[config.mk]
export PLATFORM = sky130hd
export DESIGN_NAME = poly_nco
export DESIGN_NICKNAME = d
export VERILOG_FILES = /design/src/rtl/synth_pkg.sv /design/src/rtl/note_inc_rom.sv /design/src/rtl/poly_nco.sv
export SDC_FILE = /design/constraint.sdc
export NUM_CORES = 1
export LEC_CHECK = 0
export CAP_MARGIN = 20
export CORE_UTILIZATION = 35
export CTS_BUF_LIST = sky130_fd_sc_hd__clkbuf_2
export CTS_CLUSTER_SIZE = 30
export DETAILED_ROUTE_END_ITERATION = 10
export PLACE_DENSITY = 0.57
export SYNTH_ARGS = -nofsm -noshare
export SYNTH_HDL_FRONTEND = slang
export SYNTH_SLANG_ARGS = --single-unit
[constraint.sdc]
create_clock -name CLK -period 5.5 [get_ports CLK]
set_input_delay 1.1 -clock CLK [delete_from_list [all_inputs] [get_ports CLK]]
set_output_delay 1.1 -clock CLK [all_outputs]
set_load 0.05 [all_outputs]
[src/rtl/synth_pkg.sv]
// Shared definitions for the synth voice blocks: program codes, scan FSM
// states and the width of the note-increment ROM words.
package synth_pkg;

  localparam int ROM_W = 32;

  localparam logic [6:0] PRG_SQUARE = 7'd0;
  localparam logic [6:0] PRG_SAW    = 7'd1;
  localparam logic [6:0] PRG_TRI    = 7'd2;
  localparam logic [6:0] PRG_PULSE  = 7'd3;

  typedef enum logic [1:0] {
    IDLE = 2'd0,
    SCAN = 2'd1,
    DONE = 2'd2
  } nco_state_e;

endpackage

[src/rtl/note_inc_rom.sv]
// MIDI note to 32-bit phase increment for a 48 kHz sample rate, A4 = 440 Hz.
// Entries are round(f_note * 2^32 / 48000), folded to constants at elaboration.
module note_inc_rom
  import synth_pkg::*;
(
  input  logic [6:0]       note,
  output logic [ROM_W-1:0] inc
);

  logic [ROM_W-1:0] rom_w [128];

  for (genvar gi = 0; gi < 128; gi++) begin : g_entry
    localparam real FREQ_HZ = 440.0 * (2.0 ** ((gi - 69) / 12.0));
    localparam real STEP    = FREQ_HZ * 4294967296.0 / 48000.0;
    assign rom_w[gi] = ROM_W'($rtoi(STEP + 0.5));
  end

  assign inc = rom_w[note];

endmodule

[src/rtl/poly_nco.sv]
// Time-multiplexed polyphonic NCO: one voice evaluated per clock during a
// scan, voices averaged into a single offset-binary sample per CE strobe.
module poly_nco
  import synth_pkg::*;
#(
  parameter  int VOICES   = 4,
  parameter  int PHASE_W  = 24,
  parameter  int SAMPLE_W = 8,
  localparam int VW       = (VOICES > 1) ? $clog2(VOICES) : 1
) (
  input  logic                CLK,
  input  logic                RST,
  input  logic                CE,
  input  logic                VOICE_WE,
  input  logic [VW-1:0]       VOICE_SEL,
  input  logic                VOICE_GATE,
  input  logic [6:0]          NOTE_NUM,
  input  logic [6:0]          PROGRAM,
  output logic [SAMPLE_W-1:0] SAMPLE_OUT,
  output logic                SAMPLE_VALID,
  output logic                BUSY,
  output logic                OVERRUN
);

  localparam int SH = $clog2(VOICES);
  localparam int AW = SAMPLE_W + VW;
  localparam logic [SAMPLE_W-1:0] MAX = '1;
  localparam logic [SAMPLE_W-1:0] MID = {1'b1, {(SAMPLE_W-1){1'b0}}};

  logic               gate_reg  [VOICES];
  logic [6:0]         note_reg  [VOICES];
  logic [6:0]         prog_reg  [VOICES];
  logic [PHASE_W-1:0] phase_reg [VOICES];

  nco_state_e            state_reg, state_next;
  logic [VW-1:0]         idx_reg, idx_next;
  logic signed [AW-1:0]  acc_reg, acc_next;
  logic [SAMPLE_W-1:0]   sample_reg;
  logic                  valid_reg;
  logic                  overrun_reg;

  logic [VOICES-1:0]     wr_hit;
  logic [VOICES-1:0]     slot_hit;
  logic [ROM_W-1:0]      rom_inc;
  logic [PHASE_W-1:0]    inc_w;
  logic [SAMPLE_W-1:0]   p_w;
  logic [SAMPLE_W-1:0]   wave_w;
  logic signed [AW-1:0]  wave_ext;
  logic [SAMPLE_W-1:0]   mix_w;

  for (genvar gi = 0; gi < VOICES; gi++) begin : g_hit
    assign wr_hit[gi]   = VOICE_WE && (VOICE_SEL == VW'(gi));
    assign slot_hit[gi] = (state_reg == SCAN) && (idx_reg == VW'(gi));
  end

  note_inc_rom u_rom (
    .note (note_reg[idx_reg]),
    .inc  (rom_inc)
  );

  assign inc_w = PHASE_W'(rom_inc >> (ROM_W - PHASE_W));
  assign p_w   = phase_reg[idx_reg][PHASE_W-1 -: SAMPLE_W];

  always_comb begin
    wave_w = MID;
    if (gate_reg[idx_reg]) begin
      case (prog_reg[idx_reg])
        PRG_SQUARE: wave_w = p_w[SAMPLE_W-1] ? '0 : MAX;
        PRG_SAW:    wave_w = p_w;
        PRG_TRI:    wave_w = p_w[SAMPLE_W-1] ? ~(p_w << 1) : (p_w << 1);
        PRG_PULSE:  wave_w = (p_w[SAMPLE_W-1 -: 2] == 2'b00) ? MAX : '0;
        default:    wave_w = MID;
      endcase
    end
  end

  // Offset binary to two's complement, sign-extended to accumulator width.
  assign wave_ext = {{(VW+1){~wave_w[SAMPLE_W-1]}}, wave_w[SAMPLE_W-2:0]};
  assign mix_w    = SAMPLE_W'(acc_reg >>> SH);

  always_comb begin
    state_next = state_reg;
    idx_next   = idx_reg;
    acc_next   = acc_reg;
    case (state_reg)
      IDLE: begin
        if (CE) begin
          state_next = SCAN;
          idx_next   = '0;
          acc_next   = '0;
        end
      end
      SCAN: begin
        acc_next = acc_reg + wave_ext;
        if (idx_reg == VW'(VOICES - 1)) state_next = DONE;
        else                            idx_next   = idx_reg + 1'b1;
      end
      DONE:    state_next = IDLE;
      default: state_next = IDLE;
    endcase
  end

  always_ff @(posedge CLK) begin
    if (RST) begin
      state_reg   <= IDLE;
      idx_reg     <= '0;
      acc_reg     <= '0;
      sample_reg  <= MID;
      valid_reg   <= 1'b0;
      overrun_reg <= 1'b0;
    end else begin
      state_reg <= state_next;
      idx_reg   <= idx_next;
      acc_reg   <= acc_next;
      valid_reg <= (state_reg == DONE);
      if (state_reg == DONE) sample_reg <= {~mix_w[SAMPLE_W-1], mix_w[SAMPLE_W-2:0]};
      if (CE && (state_reg != IDLE)) overrun_reg <= 1'b1;
    end
  end

  // A gate-changing write wins over the slot's phase advance.
  always_ff @(posedge CLK) begin
    if (RST) begin
      for (int i = 0; i < VOICES; i++) begin
        gate_reg[i]  <= 1'b0;
        note_reg[i]  <= '0;
        prog_reg[i]  <= '0;
        phase_reg[i] <= '0;
      end
    end else begin
      for (int i = 0; i < VOICES; i++) begin
        if (wr_hit[i]) begin
          gate_reg[i] <= VOICE_GATE;
          note_reg[i] <= NOTE_NUM;
          prog_reg[i] <= PROGRAM;
        end
        if (wr_hit[i] && (!VOICE_GATE || !gate_reg[i])) begin
          phase_reg[i] <= '0;
        end else if (slot_hit[i] && gate_reg[i]) begin
          phase_reg[i] <= phase_reg[i] + inc_w;
        end
      end
    end
  end

  assign SAMPLE_OUT   = sample_reg;
  assign SAMPLE_VALID = valid_reg;
  assign BUSY         = (state_reg != IDLE);
  assign OVERRUN      = overrun_reg;

endmodule

Word level (Yosys, flattened, before mapping) --
Memories as Yosys holds them, arrays and structs flattened. A register that Yosys moved wholly into a read port is not among the register bits. Index checks and enable logic that the tools add are counted.
Storage, ports and cells: flip-flop bits (word level) 24, bits in writable memories 156, memory bits (read-only) 4096, output and inout port bits 11, word-level logic and storage cells 177, memories 5
Memory list:
- (no name shown) | depth 128, bits a word 32, rd ports 1, clocked after Yosys merged registers in 0, wr ports 0, RTL line note_inc_rom.sv:18 | assign inc = rom_w[note];
- phase_reg | depth 4, bits a word 24, rd ports 5, clocked after Yosys merged registers in 1, wr ports 4, RTL line poly_nco.sv:33 | logic [PHASE_W-1:0] phase_reg [VOICES];
- note_reg | depth 4, bits a word 7, rd ports 1, clocked after Yosys merged registers in 1, wr ports 4, RTL line poly_nco.sv:31 | logic [6:0] note_reg [VOICES];
- prog_reg | depth 4, bits a word 7, rd ports 1, clocked after Yosys merged registers in 1, wr ports 4, RTL line poly_nco.sv:32 | logic [6:0] prog_reg [VOICES];
- gate_reg | depth 4, bits a word 1, rd ports 5, clocked after Yosys merged registers in 1, wr ports 4, RTL line poly_nco.sv:30 | logic gate_reg [VOICES];
Operators by class: add/subtract/negate cells 6, magnitude comparators 1, equality and inequality tests 14, mux-type cells 85, bitwise operators 24, reduce and logical (&&, ||, !) cells 36
Operators by type and width (number):
- 2-to-1 mux 24 bit | 8
- adder 24 bit | 4
- 2-to-1 mux 32 bit | 2
- 2-to-1 mux 7 bit | 8
- 2-to-1 mux 1 bit | 46
- 2-to-1 mux 8 bit | 4
- one-hot mux 8 bit (4 select lines) | 1
- 2-to-1 mux 2 bit | 12
- bitwise OR 1 bit | 20
- one-hot mux 10 bit (2 select lines) | 1
- logical AND 1 bit | 17
- == test 7 x 2 -> 1 bit, second input constant | 2
- adder 10 x 8 -> 10 bit | 1
- == test 2 bit, second input constant | 5
- 2-to-1 mux 10 bit | 1
- greater-or-equal comparator 8 bit, second input constant | 1
- logical NOT 2 bit | 4
- inverter 7 -> 8 bit | 1
- inverter 8 bit | 1
- one-hot mux 2 bit (2 select lines) | 2
- == test 7 x 1 -> 1 bit, second input constant | 1
- logical NOT 7 bit | 1
- == test 2 x 1 -> 1 bit, second input constant | 3
- logical NOT 1 bit | 5
- 8 further kinds | 15

Logic depth before layout (Yosys ltp) --
An unclocked memory read counts as a cell.
depth in word-level cells 9, depth in mapped cells 26, depth with buffers taken out 21

By module --
From an unflattened synthesis, not the netlist that was laid out.
Second synthesis, totals: cell total of the unflattened synthesis 1787, area total of the unflattened synthesis 16010.4 um^2
By module, submodules not included:
- poly_nco | times used 1, cells each 1133, area each 11955.2 um^2
- note_inc_rom | times used 1, cells each 654, area each 4055.1 um^2

Worst setup path after synthesis --
No wires, ideal clock.
path kind register -> register, start register with a tool-made name, end memory phase_reg[2][22], data pin, library setup time 0.265 ns, data arrival time 5.214 ns, required time 5.235 ns, path slack 0.021 ns, cell stages (with the launch flop) 26, path buffers 5, clock period less this slack 5.479 ns, cell sequence dfxtp_1 > buf_6 > buf_6 > mux4_2 > buf_2 > inv_1 > ha_1 > buf_1 > or2_0 > clkbuf_1 > a21oi_1 > o21ai_0 > o21ai_0 > nor2_1 > o21ai_1 > o311ai_1 > ha_1 > fa_1 > a21o_1 > a21oi_1 > o211ai_1 > a311oi_1 > nor2_1 > a31o_1 > nor4b_1 > or3_1
RTL lines (RTL line):
- to (decl) | poly_nco.sv:33

==> impl_results.md <==
- Routed length on met1: 18850 µm
- Fmax: 191.0 MHz
- Max-slew headroom: 28.27%
- Hold EP: SAMPLE_OUT[4]
- Total number of vias: 12390
- Flop-to-flop setup slack: 0.26 ns
- DR WL/cell: 18.33 µm
- Area Growth Syn to Fin: 11.19%
- Reg2Reg Capture Point: phase_reg[1][19]
- Max reg flops: 96
- Status: finished clean
- Post-synth top area cell: edfxtp_1
- Part of the cycle the worst path needs: 95.21%
- RSZ-0062 raised after global routing: no
- Synth area leaders: edfxtp_1 32%, ha_1 9.9%, a21oi_1 4.6%, nor2_1 4.1%, dfxtp_1 3.6%
- Post-CTS Setup Inserts: 0
- Sink Count: 182
- Power per cell area: 292.4 nW/µm²
- Initial Util: 35.44%
- Endpoint class of the critical path: register
- Design Power: 4.704 mW
- Post-synth EDFFs: 156
- # port buffers: 31
- Final Hold Fails: 0
- Hold path cells: 2
- Worst hold path type: register to register
- Max-cap viol count: 0
- Synth top area share: 32.37%
- Max layer used: met4
- Worst Path Required: 6.10 ns
- Sequential cell area: 5209 µm²
- Count leader, synth: nor2_1
- Crit path launch type: register
- Nets: 1784
- Cells after Synth: 1582
- Layout cells sized above 1: 11.18%
- Most frequent cells after synthesis: 157 x nor2_1, 156 x edfxtp_1, 132 x a21oi_1
- Grt ovf: 0
- CTS tree: done
- Post-layout minimum cycle time: 5.236 ns
- Fraction of registers with async set/reset: 0%
- Met3 routed WL: 2223 µm
- Leak: 6.468 nW
- Total length of routed wires: 40110 µm
- Pre-antenna DRT Iters: 5
- Synthesized area: 14470 µm²
- Total track usage: 19.37%
- Initial antenna violation count: 1
- CTS Hold Bufs: 0
- DR vias/cell: 5.661
- Flops & latches, synth: 182
- Largest net degree at the start of global routing: 37
- Die width: 205.3 µm
- CTS Buf Count: 17
- Die area: 42160 µm²
- Root buffer cell: clkbuf_2
- Maximum VDD drop: 0.1144 mV
- Slew @ Worst Pin: 1.072 ns
- Number of global-route vias before repair: 11920
- Prevailing post-synth register cell: edfxtp_1
- Slew Limit Fails: 0
- Htree depth: 4
- Setup TNS: 0 ns
- Final core occ: 39.40%
- Max Buffers Root-to-Sink: 2
- Synth Warn #: 0
- Fillers: 4047
- Area of the multi-input gates: 8788 µm²
- Post-synthesis cell type count: 86
- Wire length on met2: 17880 µm
- Synthesized area per cell: 9.147 µm²
- Register area share after synthesis: 35.97%
- Worst reg2reg path depth: 18
- CP max FO: 22
- CORE AREA: 40830 µm²
- Clk_lat worst skew: 0.86 ns
- Worst Setup Path Type: register to register
- Clock skew: 0.06662 ns
- Critical path arrival: 5.83 ns
- Chip height: 205.3 µm
- Min-delay src: SAMPLE_OUT[4]
- Final setup fails: 0
- Clk slew on worst S/H paths: 0.26 ns
- FP Rows: 74
- RePlAce Congestion: 0.9427
- Post-DRT Antenna Nets: 0
- Initial DRC Count: 1029
- DRC: 0
- # IOs: 32
- Post-DP HPWL: 29510 µm
- First-pass GRT wire length: 63830 µm
- Post-Syn Nets: 1723
==> final cells by class <==
class / count / share of cell area [%]
Timing Repair Buffer: 127 / 6.532
Inverter: 45 / 1.050
Sequential cell: 182 / 32.37
Tap cell: 532 / 4.137
Multi-Input combinational cell: 1270 / 54.62
Antenna cell: 1 / 0.01555
Clock inverter: 14 / 0.7388
Clock buffer: 17 / 0.5288
==> worst max path at each step <==
stage	startpoint	end	slack [ns]	cells past startpoint
6_report	register	phase_reg[1][19]	0.26	18
5_1_grt	register	phase_reg[1][23]	0.008	18
4_1_cts	register	phase_reg[3][22]	0.05	20
3_5_place_dp	register	phase_reg[3][22]	0.002	20
3_3_place_gp	register	phase_reg[3][22]	0.07	20
2_1_floorplan	register	phase_reg[2][22]	0.02	25
==> worst max-delay path: stages (launching register included) <==
cell       delay, ns
dfxtp_4         0.45
buf_4           0.20
mux4_2          0.61
buf_4           0.25
buf_4           0.23
nor2_1          0.17
a211o_1         0.15
and3_1          0.15
a21oi_1         0.06
mux4_2          0.64
ha_1            0.36
a2111oi_0       0.39
o21ai_0         0.19
a221oi_1        0.31
buf_4           0.20
a21oi_1         0.13
or2_2           0.31
xnor2_1         0.13
nor2_1          0.05
==> power by group <==
part	switching, mW	internal [mW]	leakage [nW]
sequential	0.0387	1.58	1.81
combinational	1.43	0.994	4.54
clock	0.530	0.132	0.120
total	2.00	2.71	6.47
==> timing repair <==
| action | CTS | global route |
|---|---|---|
| gates resized for setup | 1 | 20 |
| pin swaps | 0 | 2 |
| setup endpoints to repair | 1 | 21 |
==> layout by cell type (no fill, tap or decap), types with 17 or more instances in the layout <==
| master | Yosys | final |
|---|---|---|
| nand3_1 | 31 | 31 |
| inv_1 | 44 | 44 |
| a211oi_1 | 22 | 22 |
| xor2_1 | 27 | 27 |
| clkbuf_2 | 0 | 17 |
| ha_1 | 115 | 115 |
| o21a_1 | 33 | 32 |
| o211ai_1 | 23 | 23 |
| clkdlybuf4s50_1 | 0 | 31 |
| a31oi_1 | 37 | 34 |
| nand2_1 | 126 | 126 |
| dfxtp_1 | 26 | 25 |
| buf_4 | 3 | 95 |
| nor2_1 | 157 | 157 |
| o21ai_0 | 64 | 62 |
| xnor2_1 | 43 | 43 |
| nand2b_1 | 27 | 27 |
| edfxtp_1 | 156 | 156 |
| nor3_1 | 51 | 50 |
| a21o_1 | 51 | 51 |
| and2_1 | 83 | 83 |
| a21oi_1 | 132 | 129 |
==> layer usage <==
| metal | vias to the layer above | global-route usage (%) |
|---|---|---|
| li1 | 6025 | - |
| met2 | 341 | 29.73 |
| met3 | 67 | 3.136 |
| met4 | 0 | 7.884 |
| met1 | 5954 | 26.99 |
| met5 | - | 0 |
==> per-stage QoR <==
stage	hold slack [ns]	setup WS, ns	cell area, µm²	cells
after floorplan	0.4495	0.02109	14470	1582
after global placement	0.4441	0.07127	15770	2152
after detailed placement	0.4461	0.001805	15800	2153
after CTS	0.4740	0.05182	16000	2184
after global routing	0.4978	0.007883	16090	2188
final	0.4711	0.2635	16090	2188
==> logic make-up after synthesis <==
group                      count (synthesis)  synth area share, %
AOI/OAI and AO/OA                        492                22.36
xor gates and xnor gates                  71                4.349
adders and majority gates                120                10.64
buffers and inverters                    130                3.960
DFF                                      182                35.97
muxes                                     40                4.211
and+or+nand+nor                          547                18.51
Note: power is estimated with default switching activity, not from simulation.
